<file path="config.mk">
export PLATFORM = sky130hd
export DESIGN_NAME = uart_pad_rx_flat
export DESIGN_NICKNAME = d
export VERILOG_FILES = /design/src/rtl/uart_pad_rx_if.sv /design/src/rtl/uart_pad_rx.sv /design/src/flat_wrapper.sv
export SDC_FILE = /design/constraint.sdc
export NUM_CORES = 1
export LEC_CHECK = 0
export BUFFER_PORTS_ARGS = -buffer_cell sky130_fd_sc_hd__buf_4
export CAP_MARGIN = 0
export CORE_ASPECT_RATIO = 1.2
export CORE_MARGIN = 2
export CORE_UTILIZATION = 57
export DETAILED_ROUTE_END_ITERATION = 7
export PLACE_DENSITY = 0.78
export SYNTH_ARGS = -nofsm -noshare
export SYNTH_HDL_FRONTEND = slang
export SYNTH_SLANG_ARGS = --single-unit
</file>
<file path="constraint.sdc">
create_clock -name clk -period 2.2 [get_ports clk]
set_input_delay 0.33 -clock clk [delete_from_list [all_inputs] [get_ports clk]]
set_output_delay 0.33 -clock clk [all_outputs]
set_load 0.005 [all_outputs]
</file>
<file path="src/rtl/uart_pad_rx_if.sv">
// Receive-side bundle of the pad UART: decoded byte, its strobes and the busy flag.
// The receiver drives it through `master`; a consumer reads it through `slave`.
interface uart_pad_rx_if;
  logic [7:0] rx_data;
  logic       rx_valid;
  logic       rx_frame_err;
  logic       rx_busy;

  modport master (
    output rx_data,
    output rx_valid,
    output rx_frame_err,
    output rx_busy
  );

  modport slave (
    input rx_data,
    input rx_valid,
    input rx_frame_err,
    input rx_busy
  );
endinterface

</file>
<file path="src/rtl/uart_pad_rx.sv">
// 8N1 serial receiver for an asynchronous pad input.
// It synchronises the line into clk, mid-bit samples each frame and strobes out every byte.
module uart_pad_rx #(
  parameter int unsigned CLKS_PER_BIT = 16,
  parameter int unsigned SYNC_STAGES  = 2
) (
  input  logic                 clk,
  input  logic                 reset_,
  input  logic                 rx_pad_in,
  uart_pad_rx_if.master        rx_if
);

  localparam int unsigned CntW = $clog2(CLKS_PER_BIT);
  localparam logic [CntW-1:0] HalfLoad = CntW'(CLKS_PER_BIT / 2 - 1);
  localparam logic [CntW-1:0] FullLoad = CntW'(CLKS_PER_BIT - 1);

  typedef enum logic [2:0] {
    StIdle,
    StStart,
    StData,
    StStop,
    StWaitHigh
  } state_e;

  logic [SYNC_STAGES-1:0] sync_q, sync_d;
  state_e                 state_q, state_d;
  logic [CntW-1:0]        cnt_q, cnt_d;
  logic [2:0]             bit_idx_q, bit_idx_d;
  logic [7:0]             shift_q, shift_d;
  logic [7:0]             data_q, data_d;
  logic                   valid_q, valid_d;
  logic                   err_q, err_d;
  logic                   busy_q, busy_d;
  logic                   s;
  logic                   sample;

  assign sync_d = {sync_q[SYNC_STAGES-2:0], rx_pad_in};
  assign s      = sync_q[SYNC_STAGES-1];
  assign sample = (cnt_q == '0);

  always_comb begin
    state_d   = state_q;
    cnt_d     = cnt_q;
    bit_idx_d = bit_idx_q;
    shift_d   = shift_q;
    data_d    = data_q;
    valid_d   = 1'b0;
    err_d     = 1'b0;

    unique case (state_q)
      StIdle: begin
        if (!s) begin
          state_d = StStart;
          cnt_d   = HalfLoad;
        end
      end

      StStart: begin
        if (sample) begin
          // A line already high again at mid-start is a glitch, not a frame.
          if (s) begin
            state_d = StIdle;
          end else begin
            state_d   = StData;
            cnt_d     = FullLoad;
            bit_idx_d = 3'd0;
          end
        end else begin
          cnt_d = cnt_q - CntW'(1);
        end
      end

      StData: begin
        if (sample) begin
          shift_d   = {s, shift_q[7:1]};
          bit_idx_d = bit_idx_q + 3'd1;
          cnt_d     = FullLoad;
          if (bit_idx_q == 3'd7) begin
            state_d = StStop;
          end
        end else begin
          cnt_d = cnt_q - CntW'(1);
        end
      end

      StStop: begin
        if (sample) begin
          if (s) begin
            data_d  = shift_q;
            valid_d = 1'b1;
            state_d = StIdle;
          end else begin
            err_d   = 1'b1;
            state_d = StWaitHigh;
          end
        end else begin
          cnt_d = cnt_q - CntW'(1);
        end
      end

      StWaitHigh: begin
        // A held-low break must not be re-read as a stream of start bits.
        if (s) begin
          state_d = StIdle;
        end
      end

      default: begin
        state_d = StIdle;
      end
    endcase

    busy_d = (state_d != StIdle);
  end

  always_ff @(posedge clk or negedge reset_) begin
    if (!reset_) begin
      sync_q    <= '1;
      state_q   <= StIdle;
      cnt_q     <= '0;
      bit_idx_q <= 3'd0;
      shift_q   <= 8'h00;
      data_q    <= 8'h00;
      valid_q   <= 1'b0;
      err_q     <= 1'b0;
      busy_q    <= 1'b0;
    end else begin
      sync_q    <= sync_d;
      state_q   <= state_d;
      cnt_q     <= cnt_d;
      bit_idx_q <= bit_idx_d;
      shift_q   <= shift_d;
      data_q    <= data_d;
      valid_q   <= valid_d;
      err_q     <= err_d;
      busy_q    <= busy_d;
    end
  end

  assign rx_if.rx_data      = data_q;
  assign rx_if.rx_valid     = valid_q;
  assign rx_if.rx_frame_err = err_q;
  assign rx_if.rx_busy      = busy_q;

endmodule

</file>
<file path="src/flat_wrapper.sv">
// flat-port wrapper written by rule: the top's interface ports become plain ports
module uart_pad_rx_flat 
#(
  parameter int unsigned CLKS_PER_BIT = 16,
  parameter int unsigned SYNC_STAGES  = 2
)
  (clk, reset_, rx_pad_in, rx_if_rx_data, rx_if_rx_valid, rx_if_rx_frame_err, rx_if_rx_busy);
  uart_pad_rx_if rx_if_i ();
  input  logic clk;
  input  logic reset_;
  input  logic rx_pad_in;
  output wire logic [$bits(rx_if_i.rx_data)-1:0] rx_if_rx_data;
  output wire logic [$bits(rx_if_i.rx_valid)-1:0] rx_if_rx_valid;
  output wire logic [$bits(rx_if_i.rx_frame_err)-1:0] rx_if_rx_frame_err;
  output wire logic [$bits(rx_if_i.rx_busy)-1:0] rx_if_rx_busy;
  assign rx_if_rx_data = rx_if_i.rx_data;
  assign rx_if_rx_valid = rx_if_i.rx_valid;
  assign rx_if_rx_frame_err = rx_if_i.rx_frame_err;
  assign rx_if_rx_busy = rx_if_i.rx_busy;
  uart_pad_rx #(.CLKS_PER_BIT(CLKS_PER_BIT), .SYNC_STAGES(SYNC_STAGES)) u_core (.clk(clk), .reset_(reset_), .rx_pad_in(rx_pad_in), .rx_if(rx_if_i));
endmodule
</file>
Word-level counts from Yosys, hierarchy flattened
Cells that the tools add are included.

Register bits after elaboration: 31. Output and inout bits: 11.

$add $sub $neg: 2. Equality and inequality tests: 11. Multiplexer cells: 25. Reduce and logical (&&, ||, !) cells: 9.

Operators with widths (count): $mux 3 (10); $mux 4 (5); $pmux 4 s4 (1); $pmux 3 s5 (1); $reduce_and 4->1 (2); $eq 3x2->1 const B (2); $eq 3x3->1 const B (2); $mux 1 (6); $ne 2x2->1 const B (3); $pmux 3 s2 (1); $logic_not 4->1 (1); $ne 2x1->1 const B (2); $reduce_bool 4->1 (1); $sub 4x1->4 const B (1); $add 3x1->3 const B (1); $eq 3x1->1 const B (1); $logic_not 3->1 (1); $ne 3x3->1 const B (1); $reduce_and 3->1 (1); $reduce_bool 3->1 (1); $mux 2 (1); $reduce_and 2->1 (1); $reduce_bool 2->1 (1).

Depth between registers and ports, before layout
Depth in word-level cells: 5. Gate-level depth with buffers: 7.

Least setup slack after synthesis
OpenSTA, ideal clock, no wires.

Path type: reg2reg. Start: reg u_core.cnt_q[0]. End: reg u_core.shift_q[0]. Library setup time: 125 ps. Arrival: 1878 ps. Data required time: 2075 ps. Slack: 197 ps. Stages on the path, launching flop included: 8. Buffers on the path: 2. Period minus slack after synthesis: 2003 ps. Cells stage by stage: dfrtp_1 > inv_1 > ha_1 > or4b_1 > clkbuf_1 > or2_1 > buf_6 > mux2_4.

Longest elaborated chain between the ends: 2.

Ends and longest elaborated chain: from (decl) (line uart_pad_rx.sv:27) `logic [CntW-1:0] cnt_q, cnt_d;`; from (signal assigned) (line uart_pad_rx.sv:130) `cnt_q <= cnt_d;`; $logic_not 4->1 (line uart_pad_rx.sv:39) `assign sample = (cnt_q == '0);`; $reduce_and 2->1 (no line); to (signal assigned) (line uart_pad_rx.sv:132) `shift_q <= shift_d;`; to (decl) (line uart_pad_rx.sv:29) `logic [7:0] shift_q, shift_d;`.

Every way passes these cells. A chain may end at the register's enable or synchronous reset.

Worst setup path in the final report
Start: reg u_core.cnt_q[0]. End: reg u_core.shift_q[1].

Same word-level chain as after synthesis.

==> results.cfg <==
[floorplanning]
coreArea_um2 = 2310
die_h_um = 58.4
dieArea_um2 = 2880
ios = 14
initial_core_util = 0.610
die_w_um = 49.4
rows = 19

[detailed_routing]
drt_iter0_markers = 17
final_antenna_net_count = 0
route.detailed.drc = 0
vias_per_cell = 5.75
routedWlPerCell_um = 14.8
vias = 943
drt_wl_total_um = 2420
first_pass_iters = 4

[power_and_ir_drop]
power.leakage_nw = 0.807
ir_drop_mv = 0.830
p_per_area_nw_per_um2 = 963
power_w = 0.00156

[clocking]
htreeDepth = 2
cts_buffers = 5
insertion_delay_ns = 0.32
cts.path.max_buffers = 2
ctsResizeCount = 0
clk_pin_slew_worst_paths_ns = 0.09
clockRootBuffer = clkbuf_4
clock-sinks = 31
cts_tree = built
cts_setup_buffers = 0
cts_hold_buf = 1

[global_route]
busiest_layer = met2
overflow = 0
grt_pass1_vias = 973
antenna_found_initial = 0
use_met3 = 0.0685
met1_usage = 0.215
grt_use_total = 0.206
grt_first_pass_wirelength_um = 4280
met2_usage = 0.359
grt_max_degree = 32

[sta]
finalHoldViolations = 0
clock_skew_ns = 0.0155
worst_pin_slew_ns = 0.434
period_share = 0.932
clock.fmax_ghz = 0.487
rsz0062_at_grt = false
relSlewSlack = 0.710
period_needed_ns = 2.05
setup_tns_ns = 0
finalSetupViolations = 0
slew_violations = 0

[synth]
synth.most_common_cell = dfrtp_1
yosys_most_used_dff = dfrtp_1
synthesis.instances = 114
postSynth.asyncResetShare = 1.00
synth.yosys.seq_area_share = 0.553
yosysUniqueCellTypes = 34
synth_area_per_cell_um2 = 12.3
synth_top_cell_by_area = dfrtp_1
syn_nets = 120
synth_commonest_cells = dfrtp_1, mux2_2, a21oi_1, clkbuf_1, mux2_4
synthTopCellsByArea = dfrtp_1, mux2_2, mux2_4
netlist_area_um2 = 1410
synth.ff_latch_count = 31
yosysWarnings = 0
yosys.area.top_type_share = 0.516
synth_edf_count = 0

[critical_path]
crit_fanout = 7
crit_path_end = u_core.shift_q[1]
startpoint = u_core.cnt_q[0]
crit_path_start_kind = flop
crit_required_ns = 2.41
r2r-start = u_core.cnt_q[0]
r2r_cells = 5
cpPeakStageDelay_ns = 0.47
timing.reg2reg.setup_slack_ns = 0.15
slowest_stage = or4b_1
regToRegEndpoint = u_core.shift_q[1]
path_class = reg2reg
end_kind = flop
path_cells = inv_1 -> ha_1 -> or4b_1 -> or2_1 -> mux2_4
arrival_ns = 2.26

[placement]
gp_congestion = 0.881
place.port_buffers = 13
post_dp_cell_area_um2 = 1550
hpwl_um = 1720

[finish]
nets = 139
layout-drive-gt1-share = 0.361
syn_to_final_growth_pct = 14.9
seq_area_um2 = 778
fin_area_um2 = 1620
fillers = 168
multiInputGateArea_um2 = 577
num_antenna_cells = 0

[status]
status = finished, final reports clean

[flow_run]
max_cap_violations = 0

[hold_path]
hp-class = in2reg
worstHoldPathCells = 1
how the worst min path moves through the flow:
stage                         start                    end  slack [ns]
after global routing      rx_pad_in       u_core.sync_q[0]        0.09
after global placement       reset_  u_core.rx_if.rx_valid        0.27
after detailed placement     reset_  u_core.rx_if.rx_valid        0.28
after CTS                 rx_pad_in       u_core.sync_q[0]        0.10
after floorplan              reset_    u_core.bit_idx_q[0]        0.03
final                     rx_pad_in       u_core.sync_q[0]        0.12
per-layer routing:
metal	routed length, um	vias to the layer above	share of wire
met3	93	9	0.038
met5	0	-	0
met2	1250	23	0.51
li1	-	450	-
met4	89	0	0.037
met1	995	461	0.41
registers in the layout, indices dropped and copies added (netlist names):
signal,count
u_core.rx_if.rx_data,8
u_core.shift_q,8
u_core.cnt_q,4
u_core.bit_idx_q,3
u_core.state_q,3
u_core.sync_q,2
u_core.rx_if.rx_busy,1
u_core.rx_if.rx_frame_err,1
u_core.rx_if.rx_valid,1
where the power goes:
group | internal, W | switching (W) | total (W)
clock | 0.000148 | 0.000176 | 0.000324
sequential | 0.000655 | 0.000113 | 0.000769
combinational | 0.000240 | 0.000225 | 0.000465
total | 0.00104 | 0.000515 | 0.00156
metrics by stage:
step,hold slack (ns),instances,worst slack (ns),util
4_1_cts,0.101,164,0.129,0.702
6_report,0.120,164,0.149,0.702
5_1_grt,0.0896,164,0.0371,0.702
3_3_place_gp,0.272,156,0.236,0.673
2_1_floorplan,0.0344,114,0.197,-
3_5_place_dp,0.277,156,0.126,0.673
final cells by class:
type | count | area share
flip-flops and latches | 31 | 0.481
multi-input cells | 71 | 0.357
repair buffers | 20 | 0.0944
clock buffers | 6 | 0.0317
well taps | 31 | 0.0240
inverters | 4 | 0.00928
clock inverters | 1 | 0.00309
cell usage in the layout, fill, tap and decap left out:
cell / n
a211oi_1: 4
a21bo_2: 1
a21o_1: 1
a21oi_1: 7
a221oi_1: 1
a22o_1: 1
a2bb2oi_1: 1
a311oi_1: 1
buf_4: 19
clkbuf_4: 5
clkbuf_8: 1
clkinv_2: 1
dfrtp_1: 29
dfstp_2: 2
dlygate4sd3_1: 1
ha_1: 3
inv_1: 4
mux2_2: 10
mux2_4: 7
nand2_1: 2
nand2b_1: 2
nand3_1: 2
nand4_1: 1
nor2_1: 6
nor3_1: 4
nor3b_1: 1
nor4_1: 1
nor4b_2: 1
o21ai_0: 5
o21bai_1: 1
o221ai_1: 1
o22a_1: 1
o31a_1: 1
o31ai_1: 2
or2_1: 1
or2_2: 1
or4b_1: 1
cells by family (layout without fill, tap and decap cells):
logic type | Yosys count | in the layout | share of synthesized area
DFF | 31 | 31 | 0.553
AOI/OAI and AO/OA | 28 | 28 | 0.136
and+or+nand+nor | 23 | 23 | 0.0925
muxes | 17 | 17 | 0.155
buffers and inverters | 12 | 31 | 0.0373
adders and majority gates | 3 | 3 | 0.0267
critical path, delay by kind of cell (launching register included):
| kind | cells | cell delay, ns |
|---|---|---|
| AND/OR/NAND/NOR | 2 | 0.88 |
| flip-flops | 1 | 0.41 |
| multiplexers | 1 | 0.35 |
| adder cells (fa/ha/maj) | 1 | 0.22 |
| buffers and inverters | 1 | 0.10 |
Power figures use the tool's default switching activity.
